[config.mk]
export PLATFORM = sky130hd
export DESIGN_NAME = uart_alu_sequencer
export DESIGN_NICKNAME = d
export VERILOG_FILES = /design/src/rtl/uart_alu_sequencer.sv
export SDC_FILE = /design/constraint.sdc
export NUM_CORES = 1
export LEC_CHECK = 0
export CAP_MARGIN = 20
export CORE_MARGIN = 2
export CORE_UTILIZATION = 43
export DETAILED_ROUTE_END_ITERATION = 8
export HOLD_SLACK_MARGIN = 0.03
export PLACE_DENSITY = 0.67
export SYNTH_ARGS = -nofsm -noshare
export SYNTH_HDL_FRONTEND = slang
export SYNTH_SLANG_ARGS = --single-unit
[constraint.sdc]
create_clock -name i_clock -period 2.7 [get_ports i_clock]
set_input_delay 0.27 -clock i_clock [delete_from_list [all_inputs] [get_ports i_clock]]
set_output_delay 0.27 -clock i_clock [all_outputs]
set_load 0.03 [all_outputs]
[src/rtl/uart_alu_sequencer.sv]
// Collects operand A, operand B and an opcode byte from the UART receiver, runs them through the ALU and hands the result to the transmitter.
// Latency: opcode tick at t -> o_alu_op at t+1, o_tx_start at t+2; bytes arriving while a result is in flight are dropped and flagged on o_overrun.
module uart_alu_sequencer #(
  parameter int                    NB_DATA    = 8,
  parameter int                    NB_OP      = 6,
  parameter int                    NB_TIMEOUT = 20,
  parameter logic [NB_TIMEOUT-1:0] TIMEOUT    = 20'd1_000_000
) (
  input  logic               i_clock,
  input  logic               i_reset,
  input  logic               i_rx_done_tick,
  input  logic [NB_DATA-1:0] i_rx_data,
  input  logic               i_tx_done_tick,
  input  logic [NB_DATA-1:0] i_alu_result,
  output logic [NB_DATA-1:0] o_alu_a,
  output logic [NB_DATA-1:0] o_alu_b,
  output logic [NB_OP-1:0]   o_alu_op,
  output logic               o_tx_start,
  output logic [NB_DATA-1:0] o_tx_data,
  output logic               o_busy,
  output logic               o_op_error,
  output logic               o_timeout,
  output logic               o_overrun
);

  typedef enum logic [2:0] {
    IDLE    = 3'd0,
    WAIT_B  = 3'd1,
    WAIT_OP = 3'd2,
    EXEC    = 3'd3,
    WAIT_TX = 3'd4
  } state_t;

  localparam logic [NB_OP-1:0] OP_ADD = NB_OP'(6'b100000);
  localparam logic [NB_OP-1:0] OP_SUB = NB_OP'(6'b100010);
  localparam logic [NB_OP-1:0] OP_AND = NB_OP'(6'b100100);
  localparam logic [NB_OP-1:0] OP_OR  = NB_OP'(6'b100101);
  localparam logic [NB_OP-1:0] OP_XOR = NB_OP'(6'b100110);
  localparam logic [NB_OP-1:0] OP_NOR = NB_OP'(6'b100111);
  localparam logic [NB_OP-1:0] OP_SRA = NB_OP'(6'b000011);
  localparam logic [NB_OP-1:0] OP_SRL = NB_OP'(6'b000010);

  localparam logic [NB_TIMEOUT-1:0] TMO_LAST = TIMEOUT - NB_TIMEOUT'(1);

  state_t                state, state_next;
  logic [NB_TIMEOUT-1:0] tmo_cnt, tmo_cnt_next;
  logic [NB_DATA-1:0]    alu_a_next, alu_b_next, tx_data_next;
  logic [NB_OP-1:0]      alu_op_next;
  logic                  tx_start_next, op_error_next, timeout_next, overrun_next;
  logic                  op_valid;
  logic                  tmo_expired;

  // Opcode byte is legal only with its spare upper bits clear.
  always_comb begin
    op_valid = 1'b0;
    if ((i_rx_data >> NB_OP) == '0) begin
      case (i_rx_data[NB_OP-1:0])
        OP_ADD, OP_SUB, OP_AND, OP_OR,
        OP_XOR, OP_NOR, OP_SRA, OP_SRL: op_valid = 1'b1;
        default:                        op_valid = 1'b0;
      endcase
    end
  end

  assign tmo_expired = (tmo_cnt == TMO_LAST);
  assign o_busy      = (state != IDLE);

  always_ff @(posedge i_clock or negedge i_reset) begin
    if (!i_reset) begin
      state <= IDLE;
    end else begin
      state <= state_next;
    end
  end

  always_comb begin
    state_next    = state;
    tmo_cnt_next  = tmo_cnt;
    alu_a_next    = o_alu_a;
    alu_b_next    = o_alu_b;
    alu_op_next   = o_alu_op;
    tx_data_next  = o_tx_data;
    tx_start_next = 1'b0;
    op_error_next = 1'b0;
    timeout_next  = 1'b0;
    overrun_next  = 1'b0;

    case (state)
      IDLE: begin
        if (i_rx_done_tick) begin
          alu_a_next   = i_rx_data;
          tmo_cnt_next = '0;
          state_next   = WAIT_B;
        end
      end
      WAIT_B: begin
        if (i_rx_done_tick) begin
          alu_b_next   = i_rx_data;
          tmo_cnt_next = '0;
          state_next   = WAIT_OP;
        end else if (tmo_expired) begin
          timeout_next = 1'b1;
          tmo_cnt_next = '0;
          state_next   = IDLE;
        end else begin
          tmo_cnt_next = tmo_cnt + NB_TIMEOUT'(1);
        end
      end
      WAIT_OP: begin
        if (i_rx_done_tick) begin
          tmo_cnt_next = '0;
          if (op_valid) begin
            alu_op_next = i_rx_data[NB_OP-1:0];
            state_next  = EXEC;
          end else begin
            op_error_next = 1'b1;
            state_next    = IDLE;
          end
        end else if (tmo_expired) begin
          timeout_next = 1'b1;
          tmo_cnt_next = '0;
          state_next   = IDLE;
        end else begin
          tmo_cnt_next = tmo_cnt + NB_TIMEOUT'(1);
        end
      end
      EXEC: begin
        tx_data_next  = i_alu_result;
        tx_start_next = 1'b1;
        overrun_next  = i_rx_done_tick;
        state_next    = WAIT_TX;
      end
      WAIT_TX: begin
        overrun_next = i_rx_done_tick;
        if (i_tx_done_tick) begin
          state_next = IDLE;
        end
      end
      default: begin
        tmo_cnt_next = '0;
        state_next   = IDLE;
      end
    endcase
  end

  always_ff @(posedge i_clock or negedge i_reset) begin
    if (!i_reset) begin
      tmo_cnt    <= '0;
      o_alu_a    <= '0;
      o_alu_b    <= '0;
      o_alu_op   <= '0;
      o_tx_data  <= '0;
      o_tx_start <= 1'b0;
      o_op_error <= 1'b0;
      o_timeout  <= 1'b0;
      o_overrun  <= 1'b0;
    end else begin
      tmo_cnt    <= tmo_cnt_next;
      o_alu_a    <= alu_a_next;
      o_alu_b    <= alu_b_next;
      o_alu_op   <= alu_op_next;
      o_tx_data  <= tx_data_next;
      o_tx_start <= tx_start_next;
      o_op_error <= op_error_next;
      o_timeout  <= timeout_next;
      o_overrun  <= overrun_next;
    end
  end

endmodule

# --- Word-level counts from Yosys, hierarchy flattened ---
# Index checks and enable logic that the tools add are counted.
word_totals:
  register_bits: 57
  in_bits: 20
  out_inout_bits: 35
classes:
  add_sub_neg: 1
  n_eq_ne: 15
  mux: 21
  bitwise: 1
  reduce_logical: 11
op_table:
  columns: ["operator", "n"]
  rows:
  - ["2-to-1 mux 20 bit", 3]
  - ["case mux 20 bit (3 select lines)", 1]
  - ["equality test 6 bit, second input constant", 6]
  - ["adder 20 x 1 -> 20 bit, second input constant", 1]
  - ["equality test 20 bit, second input constant", 1]
  - ["2-to-1 mux 3 bit", 5]
  - ["case mux 3 bit (5 select lines)", 1]
  - ["equality test 6 x 2 -> 1 bit, second input constant", 2]
  - ["2-to-1 mux 1 bit", 10]
  - ["logical NOT 8 bit", 1]
  - ["AND reduction 2 bit", 4]
  - ["OR reduction 8 bit", 1]
  - ["equality test 3 x 2 -> 1 bit, second input constant", 2]
  - ["inequality test 2 bit, second input constant", 2]
  - ["OR reduction 2 bit", 2]
  - ["equality test 3 x 1 -> 1 bit, second input constant", 1]
  - ["equality test 3 bit, second input constant", 1]
  - ["logical NOT 3 bit", 1]
  - ["AND reduction 3 bit", 1]
  - ["nonzero test 3 bit", 1]
  - ["2-to-1 mux 2 bit", 1]
  - ["NOT 1 bit", 1]

# --- Depth between registers and ports, before layout ---
# Gate-level depths: netlist of the first run.
logic_depth:
  depth_word: 7
  mapped_depth: 8

# --- Least setup slack after synthesis of the first run ---
# No wires, ideal clock.
synth_path:
  path_kind: "flip-flop to flip-flop"
  startpoint: "reg tmo_cnt[6]"
  endpoint: "reg tmo_cnt[13]"
  setup_time_ps: 121
  arrival_ps: 1864
  required_ps: 2579
  path_slack_ps: 715
  path_stages_with_launch: 6
  path_buffers: 0
  period_less_slack_ps: 1985
  path_cell_list: "dfrtp_1 or4_1 nor4_4 a21o_1 o21ai_0 a22o_1"
synth_between:
  elab_chain_cells: 4
  elab_cells_between_ends: 5
synth_rtl:
  columns: ["element", "line", "source"]
  rows:
  - ["start, declared", "46", "logic [NB_TIMEOUT-1:0] tmo_cnt, tmo_cnt_next;"]
  - ["start signal, assigned", "158", "tmo_cnt <= tmo_cnt_next;"]
  - ["adder 20 x 1 -> 20 bit or equality test 20 bit (tied branches)", "106, 124, 65", null]
  - ["2-to-1 mux 20 bit *", "101, 119", null]
  - ["2-to-1 mux 20 bit *", "97", "if (i_rx_done_tick) begin"]
  - ["case mux 20 bit (3 select lines) *", "88", "case (state)"]
# Mark *: on every way between the ends. The rest lies on a longest branch, timed or not.
# A chain may end at the register's enable or synchronous reset.

# --- Worst setup path after layout of the first run ---
layout_path:
  startpoint: "in i_rx_data[7]"
  endpoint: "reg o_alu_op[2]"
layout_between:
  elab_chain_cells: 3
layout_rtl:
  columns: ["element", "line", "source"]
  rows:
  - ["start, declared", "12", "input logic [NB_DATA-1:0] i_rx_data,"]
  - ["logical NOT 8 bit", "56", "if ((i_rx_data >> NB_OP) == '0) begin"]
  - ["2-to-1 mux 1 bit", "56", null]
  - ["AND reduction 3 bit (no line)", null, null]
  - ["end signal, assigned", "161", "o_alu_op <= alu_op_next;"]
  - ["end, declared", "17", "output logic [NB_OP-1:0] o_alu_op,"]
# Every way passes these cells.

==> flow_summary_export.csv, run 1 <==
group,metric,value,unit
run_status,run_status,"completed",
layout,antenna_cell_count,0,
yosys,synth_top_area_cell,"sky130_fd_sc_hd__dfrtp_1",
timing,skew,0.00671,ns
yosys,avgSynthCellArea,10.9,sq um
yosys,synth.ff_latch_count,57,
global_routing,grt_usage,19.0,%
layout,final_cell_area,0.00344,sq mm
clock_network,cts.sink_count,57,
job,max-cap-violations,0,
drt,post-route-drc-count,0,
clock_network,clock_tree.root_cell,"sky130_fd_sc_hd__clkbuf_8",
placement,dpl_cell_area,0.00320,sq mm
global_routing,overflow,0,
yosys,synth.cell_area,0.00257,sq mm
yosys,synth.top_cells.by_area,"sky130_fd_sc_hd__dfrtp_1 55%, sky130_fd_sc_hd__mux2_2 7.0%, sky130_fd_sc_hd__nand2_1 6.1%",
die,die_y,81.4,microns
pwr,pwr-share-comb,42.3,%
timing,max_slew_margin,52.2,%
clock_network,ctsHtreeMaxLevel,3,
worst_setup_path,setup.worst_path.start_class,"input port",
clock_network,worst_setup_hold_path_clk_slew,0.07,ns
pwr,p_seq_share,32.5,%
die,rows,28,
drt,drt-wirelength-per-cell,14.4,microns
timing,slew_viol_final,0,
drt,detailed_route_vias_per_instance,5.19,
drt,detailed_routed_wire_length_on_met2,2600,microns
timing,finalHoldViolations,0,
timing,fin_setup_tns,0,ns
layout,final_net_count,320,
drt,finalWirelength,5460,microns
placement,port-buffer-count,54,
pwr,clock_power_share,25.2,%
die,core_area,0.00585,sq mm
worst_setup_path,worst_ep_required_time,2.92,ns
drt,first_iter_violations,66,
clock_network,clock_latency,0.34,ns
hold_path,class_of_the_most_critical_hold_timing_path,"input port to async pin",
pwr,totalPowerFinal,3850,uW
pwr,cell_internal_pwr,2410,uW
global_routing,grt_start_max_net_pins,58,
yosys,synth.lib_cells_used.distinct,42,
timing,maxClockFrequency,451,MHz
die,ioPinCount,55,
worst_setup_path,timing.critical_path.arrival,2.44,ns
clock_network,cts_tree,"built",
clock_network,cts.repair.resized,0,
clock_network,cts.hold.buffers_added,0,
timing,timing.final.crit_period,2.22,ns
placement,routabilityCongestion,0.739,
clock_network,cts.path.max_buffers,2,
yosys,synth-edff-count,0,
clock_network,postCtsSetupBuffers,0,
yosys,synth.top_cell.area_share,55.4,%
drt,top_layer,"met4",
clock_network,cts_made_buffers,9,
pwr,power_per_cell_area,1120,mW/mm^2
drt,wl_met1,2460,microns
pwr,power_switching,1440,uW
timing,rsz_0062_raised_after_global_routing,"false",
die,die_w,81.4,microns
timing,final_period_utilization,82.2,%
pwr,power.static_leakage,0.00149,uW
yosys,synth_seq_area_share,55.4,%
die,initial_util,44.0,%
drt,drtAntennaViolNets,0,
drt,wl_met3,257,microns
layout,layout-drive-gt1-share,16.4,%
timing,setup_viol_count_final,0,
global_routing,first_global_vias,1965,
yosys,post_synth_inst_count,237,
yosys,synth-warning-count,0,
worst_setup_path,crit_path_end_kind,"register",
yosys,synthFlopType,"sky130_fd_sc_hd__dfrtp_1",
drt,drtPass1Iterations,5,
drt,via_count,1968,
yosys,net_count_synth,258,
worst_setup_path,crit_type,"input port to register",
global_routing,global_route_wire_length_before_repair,9290,microns
timing,worst-slew-pin-transition,0.716,ns
pwr,worst_ir_drop_vdd,552,uV
placement,dp.final_hpwl,3920,microns
worst_setup_path,timing.critical_path.fanout_max,8,
layout,syn_to_final_growth,33.8,%
die,dieArea,0.00662,sq mm
yosys,asyncSetResetFlopFracSynth,100,%
global_routing,antenna_found_initial,0,
pwr,switching_share,37.5,%
[per-layer routing]
metal | GRT usage, % | up-vias
met4 | 10.8 | 0
met2 | 29.4 | 53
met1 | 24.4 | 939
met3 | 4.22 | 13
li1 | - | 963
met5 | 0 | -
[layout make-up]
| cell class | count | area (sq um) |
|---|---|---|
| flip-flops and latches | 57 | 1430 |
| fillers | 493 | 2410 |
| clock buffers | 9 | 124 |
| clock inverters | 7 | 119 |
| multi-input cells | 165 | 1080 |
| repair buffers | 59 | 573 |
| well taps | 75 | 93.8 |
| inverters | 7 | 26.3 |
[critical path: stages]
cell and delay, ns:
sky130_fd_sc_hd__clkdlybuf4s50_1 0.43, sky130_fd_sc_hd__or4_1 0.55, sky130_fd_sc_hd__a311o_1 0.34, sky130_fd_sc_hd__or3_1 0.49, sky130_fd_sc_hd__mux2_4 0.36
[stage by stage]
step                worst slack (ns)  hold slack (ns)  instances  utilization, %
global route                   0.366            0.156        379            58.9
detailed placement             0.126            0.456        363            54.7
global placement               0.153            0.457        363            54.7
CTS                            0.486           0.0891        379            58.9
finish                         0.481           0.0634        379            58.9
floorplan                      0.715          -0.0256        237               -
[cell usage in the layout (no fill, tap or decap), types with 6 or more instances in the layout]
| cell type | count |
|---|---|
| sky130_fd_sc_hd__nand3_1 | 6 |
| sky130_fd_sc_hd__inv_1 | 7 |
| sky130_fd_sc_hd__a21oi_1 | 8 |
| sky130_fd_sc_hd__nor2_1 | 11 |
| sky130_fd_sc_hd__clkdlybuf4s50_1 | 53 |
| sky130_fd_sc_hd__dfrtp_1 | 57 |
| sky130_fd_sc_hd__nand4_1 | 6 |
| sky130_fd_sc_hd__mux2_2 | 16 |
| sky130_fd_sc_hd__o21ai_0 | 14 |
| sky130_fd_sc_hd__or3_1 | 8 |
| sky130_fd_sc_hd__clkbuf_8 | 9 |
| sky130_fd_sc_hd__nand2_1 | 42 |
[final timing paths]
check,start,to,slack [ns],depth (start not counted)
hold / removal,i_reset,o_alu_op[4],0.06,2
min in group i_clock,i_alu_result[4],o_tx_data[4],0.46,3
hold reg to reg,o_tx_data[3],o_tx_data[3],0.47,2
setup / recovery,i_rx_data[7],o_alu_op[2],0.48,5
setup reg to reg,tmo_cnt[6],tmo_cnt[13],0.49,5
max in group asynchronous,i_reset,o_tx_start,2.16,2
[registers in the layout, indices dropped and copies added (netlist names), 3 cells and up]
name       count
tmo_cnt       20
o_alu_a        8
o_alu_b        8
o_tx_data      8
o_alu_op       6
state          3
[synth_stat cells, types with 2 or more instances]
| cell | count |
|---|---|
| sky130_fd_sc_hd__a21boi_0 | 2 |
| sky130_fd_sc_hd__a21o_1 | 2 |
| sky130_fd_sc_hd__a21oi_1 | 8 |
| sky130_fd_sc_hd__a22o_1 | 2 |
| sky130_fd_sc_hd__a31oi_1 | 2 |
| sky130_fd_sc_hd__and2_2 | 2 |
| sky130_fd_sc_hd__and3_1 | 4 |
| sky130_fd_sc_hd__clkbuf_1 | 6 |
| sky130_fd_sc_hd__dfrtp_1 | 57 |
| sky130_fd_sc_hd__inv_1 | 7 |
| sky130_fd_sc_hd__mux2_2 | 16 |
| sky130_fd_sc_hd__mux2_4 | 4 |
| sky130_fd_sc_hd__nand2_1 | 42 |
| sky130_fd_sc_hd__nand2b_1 | 5 |
| sky130_fd_sc_hd__nand3_1 | 6 |
| sky130_fd_sc_hd__nand3b_1 | 2 |
| sky130_fd_sc_hd__nand4_1 | 6 |
| sky130_fd_sc_hd__nor2_1 | 11 |
| sky130_fd_sc_hd__nor3_1 | 3 |
| sky130_fd_sc_hd__nor3b_1 | 2 |
| sky130_fd_sc_hd__o21ai_0 | 14 |
| sky130_fd_sc_hd__or3_1 | 8 |
| sky130_fd_sc_hd__or4_1 | 3 |
| sky130_fd_sc_hd__xor2_1 | 5 |
[power groups by stage]
stage               clock, uW  combinational [uW]  sequential [uW]
floorplan                   0                 613             1630
global placement            0                1640             1260
detailed placement          0                1650             1270
CTS                       989                1650             1250
global route             1020                1770             1290
finish                    969                1630             1250
[cells by family after synthesis]
family,after synthesis,share of synthesized area [%]
AND/OR/NAND/NOR,98,19.6
AO/OA/AOI/OAI,39,10.2
flip-flops,57,55.4
buffers and inverters,15,2.53
multiplexers,21,9.72
XOR/XNOR,6,2.04
adder cells (fa/ha/maj),1,0.486
(Power assumes the default switching activity.)
==> run 2, diff against run 1 <==
- clock period: 2.7 -> 2.05 ns (I/O delays scaled with it)
==> run 2 against run 1 <==
  * Flip-flop and latch count unchanged
  * Wire length grew 12%
  * Clock skew rose by 0.0023 ns
  * Cell area rose by 9.9%
  * Highest routed layer unchanged
  * Register-to-register slack worse by 0.44 ns
  * Sequential power grew 30%
  * Largest cell class unchanged
  * Die area did not move
==> flow_summary_export.csv, run 2 (synthesis results as in run 1) <==
group,metric,value,unit
run_status,run_status,"completed",
drt,drt-wirelength-per-cell,14.6,microns
global_routing,first_global_vias,2193,
timing,final_period_utilization,97.4,%
worst_setup_path,crit_path_end_kind,"register",
timing,rsz_0062_raised_after_global_routing,"true",
drt,first_iter_violations,79,
timing,worst-slew-pin-transition,0.716,ns
drt,detailed_route_vias_per_instance,5.14,
layout,final_cell_area,0.00378,sq mm
timing,finalHoldViolations,0,
layout,largest_register_ffs,20,
layout,final_common_cell,"sky130_fd_sc_hd__dfrtp_1",
global_routing,antenna_found_initial,0,
clock_network,cts_made_buffers,9,
drt,finalWirelength,6100,microns
drt,drtPass1Iterations,4,
layout,antenna_cell_count,0,
pwr,totalPowerFinal,5360,uW
worst_setup_path,crit_type,"register to register",
pwr,power.static_leakage,0.00172,uW
worst_setup_path,worst_ep_required_time,2.32,ns
clock_network,clock_latency,0.33,ns
die,initial_util,44.0,%
timing,timing.final.crit_period,2.00,ns
layout,layout.filler_cells,473,
layout,regMostFlops,"tmo_cnt",
worst_setup_path,timing.critical_path.fanout_max,6,
clock_network,ctsHtreeMaxLevel,3,
placement,dp.final_hpwl,4310,microns
worst_setup_path,setup.worst_path.start_class,"register",
placement,dpl_cell_area,0.00348,sq mm
die,die_y,81.4,microns
clock_network,cts.sink_count,57,
timing,maxClockFrequency,501,MHz
die,die_w,81.4,microns
placement,routabilityCongestion,0.811,
global_routing,grt_start_max_net_pins,58,
drt,post-route-drc-count,0,
drt,drtAntennaViolNets,0,
clock_network,clock_tree.root_cell,"sky130_fd_sc_hd__clkbuf_8",
global_routing,grt_usage,20.0,%
layout,final_net_count,359,
pwr,worst_ir_drop_vdd,836,uV
clock_network,cts.path.max_buffers,2,
hold_path,class_of_the_most_critical_hold_timing_path,"input port to register",
worst_setup_path,timing.critical_path.arrival,2.26,ns
drt,via_count,2149,
die,dieArea,0.00662,sq mm
die,ioPinCount,55,
timing,slew_viol_final,0,
layout,layout-drive-gt1-share,28.0,%
placement,pre_cts_slack,-0.463,ns
timing,skew,0.00902,ns
layout,final_cell_mix,"57 x sky130_fd_sc_hd__dfrtp_1, 51 x sky130_fd_sc_hd__clkdlybuf4s50_1, 42 x sky130_fd_sc_hd__nand2_1, 39 x sky130_fd_sc_hd__buf_4, 16 x sky130_fd_sc_hd__mux2_2",
pwr,power_per_cell_area,1420,mW/mm^2
layout,syn_to_final_growth,47.1,%
global_routing,overflow,0,
placement,port-buffer-count,54,
timing,setup_slack_after_layout,0.0524,ns
timing,setup_viol_count_final,0,
die,core_area,0.00585,sq mm
global_routing,global_route_wire_length_before_repair,10000,microns
clock_network,cts_tree,"built",
timing,max_slew_margin,52.2,%
job,max-cap-violations,0,
die,rows,28,
clock_network,worst_setup_hold_path_clk_slew,0.07,ns
-- run 2: final timing paths --
path,start,end,slack (ns),cells after the start
worst min-delay path,i_rx_data[6],o_alu_a[6],0.18,2
max in group asynchronous,i_reset,tmo_cnt[4],1.02,3
worst max register to register,tmo_cnt[1],tmo_cnt[19],0.05,7
min in group asynchronous,i_reset,o_alu_op[2],0.53,3
worst max-delay path,tmo_cnt[1],tmo_cnt[19],0.05,7
worst min register to register,o_tx_data[3],o_tx_data[3],0.47,2
-- run 2: stage by stage --
stage	utilization, %	setup TNS [ns]	hold WS (ns)	instances
2_1_floorplan	-	0	-0.0906	237
3_3_place_gp	59.5	-2.87	0.397	400
3_5_place_dp	59.5	-3.24	0.389	400
4_1_cts	63.6	0	0.400	417
5_1_grt	64.7	-0.0763	0.171	418
6_report	64.7	0	0.176	418
-- run 2: timing repair --
item	CTS	global route
setup buffers	0	1
setup endpoints to repair	7	20
hold buffers	1	0
gates resized for setup	1	20
endpoints found under the hold margin	2	0
pin swaps	0	7
-- run 2: final cells by class --
class | count | area, sq um | area share [%]
Clock buffer | 11 | 151 | 4.00
Clock inverter | 5 | 77.6 | 2.05
Tap cell | 75 | 93.8 | 2.48
Sequential cell | 57 | 1430 | 37.7
Multi-Input combinational cell | 165 | 1120 | 29.6
Timing Repair Buffer | 98 | 888 | 23.5
Inverter | 7 | 26.3 | 0.694
-- run 2: metal layers --
layer / vias to the layer above / track usage, % / share of wire (%)
met3: 12 / 3.56 / 4.8
met4: 0 / 9.32 / 1.8
li1: 1043 / - / -
met5: - / 0 / 0
met1: 1040 / 25.6 / 45
met2: 54 / 33.0 / 48
-- run 2: worst max-delay path, cell delays in order, from the launching register on --
cell                      delay (ns)
sky130_fd_sc_hd__dfrtp_1        0.41
sky130_fd_sc_hd__ha_1           0.20
sky130_fd_sc_hd__and3_1         0.16
sky130_fd_sc_hd__and3_2         0.28
sky130_fd_sc_hd__a21o_1         0.24
sky130_fd_sc_hd__buf_6          0.14
sky130_fd_sc_hd__or4_1          0.40
sky130_fd_sc_hd__nand3_1        0.09
-- run 2: where the power goes --
part | internal, uW | switching, uW
combinational | 1190 | 1360
sequential | 1440 | 191
clock | 746 | 441
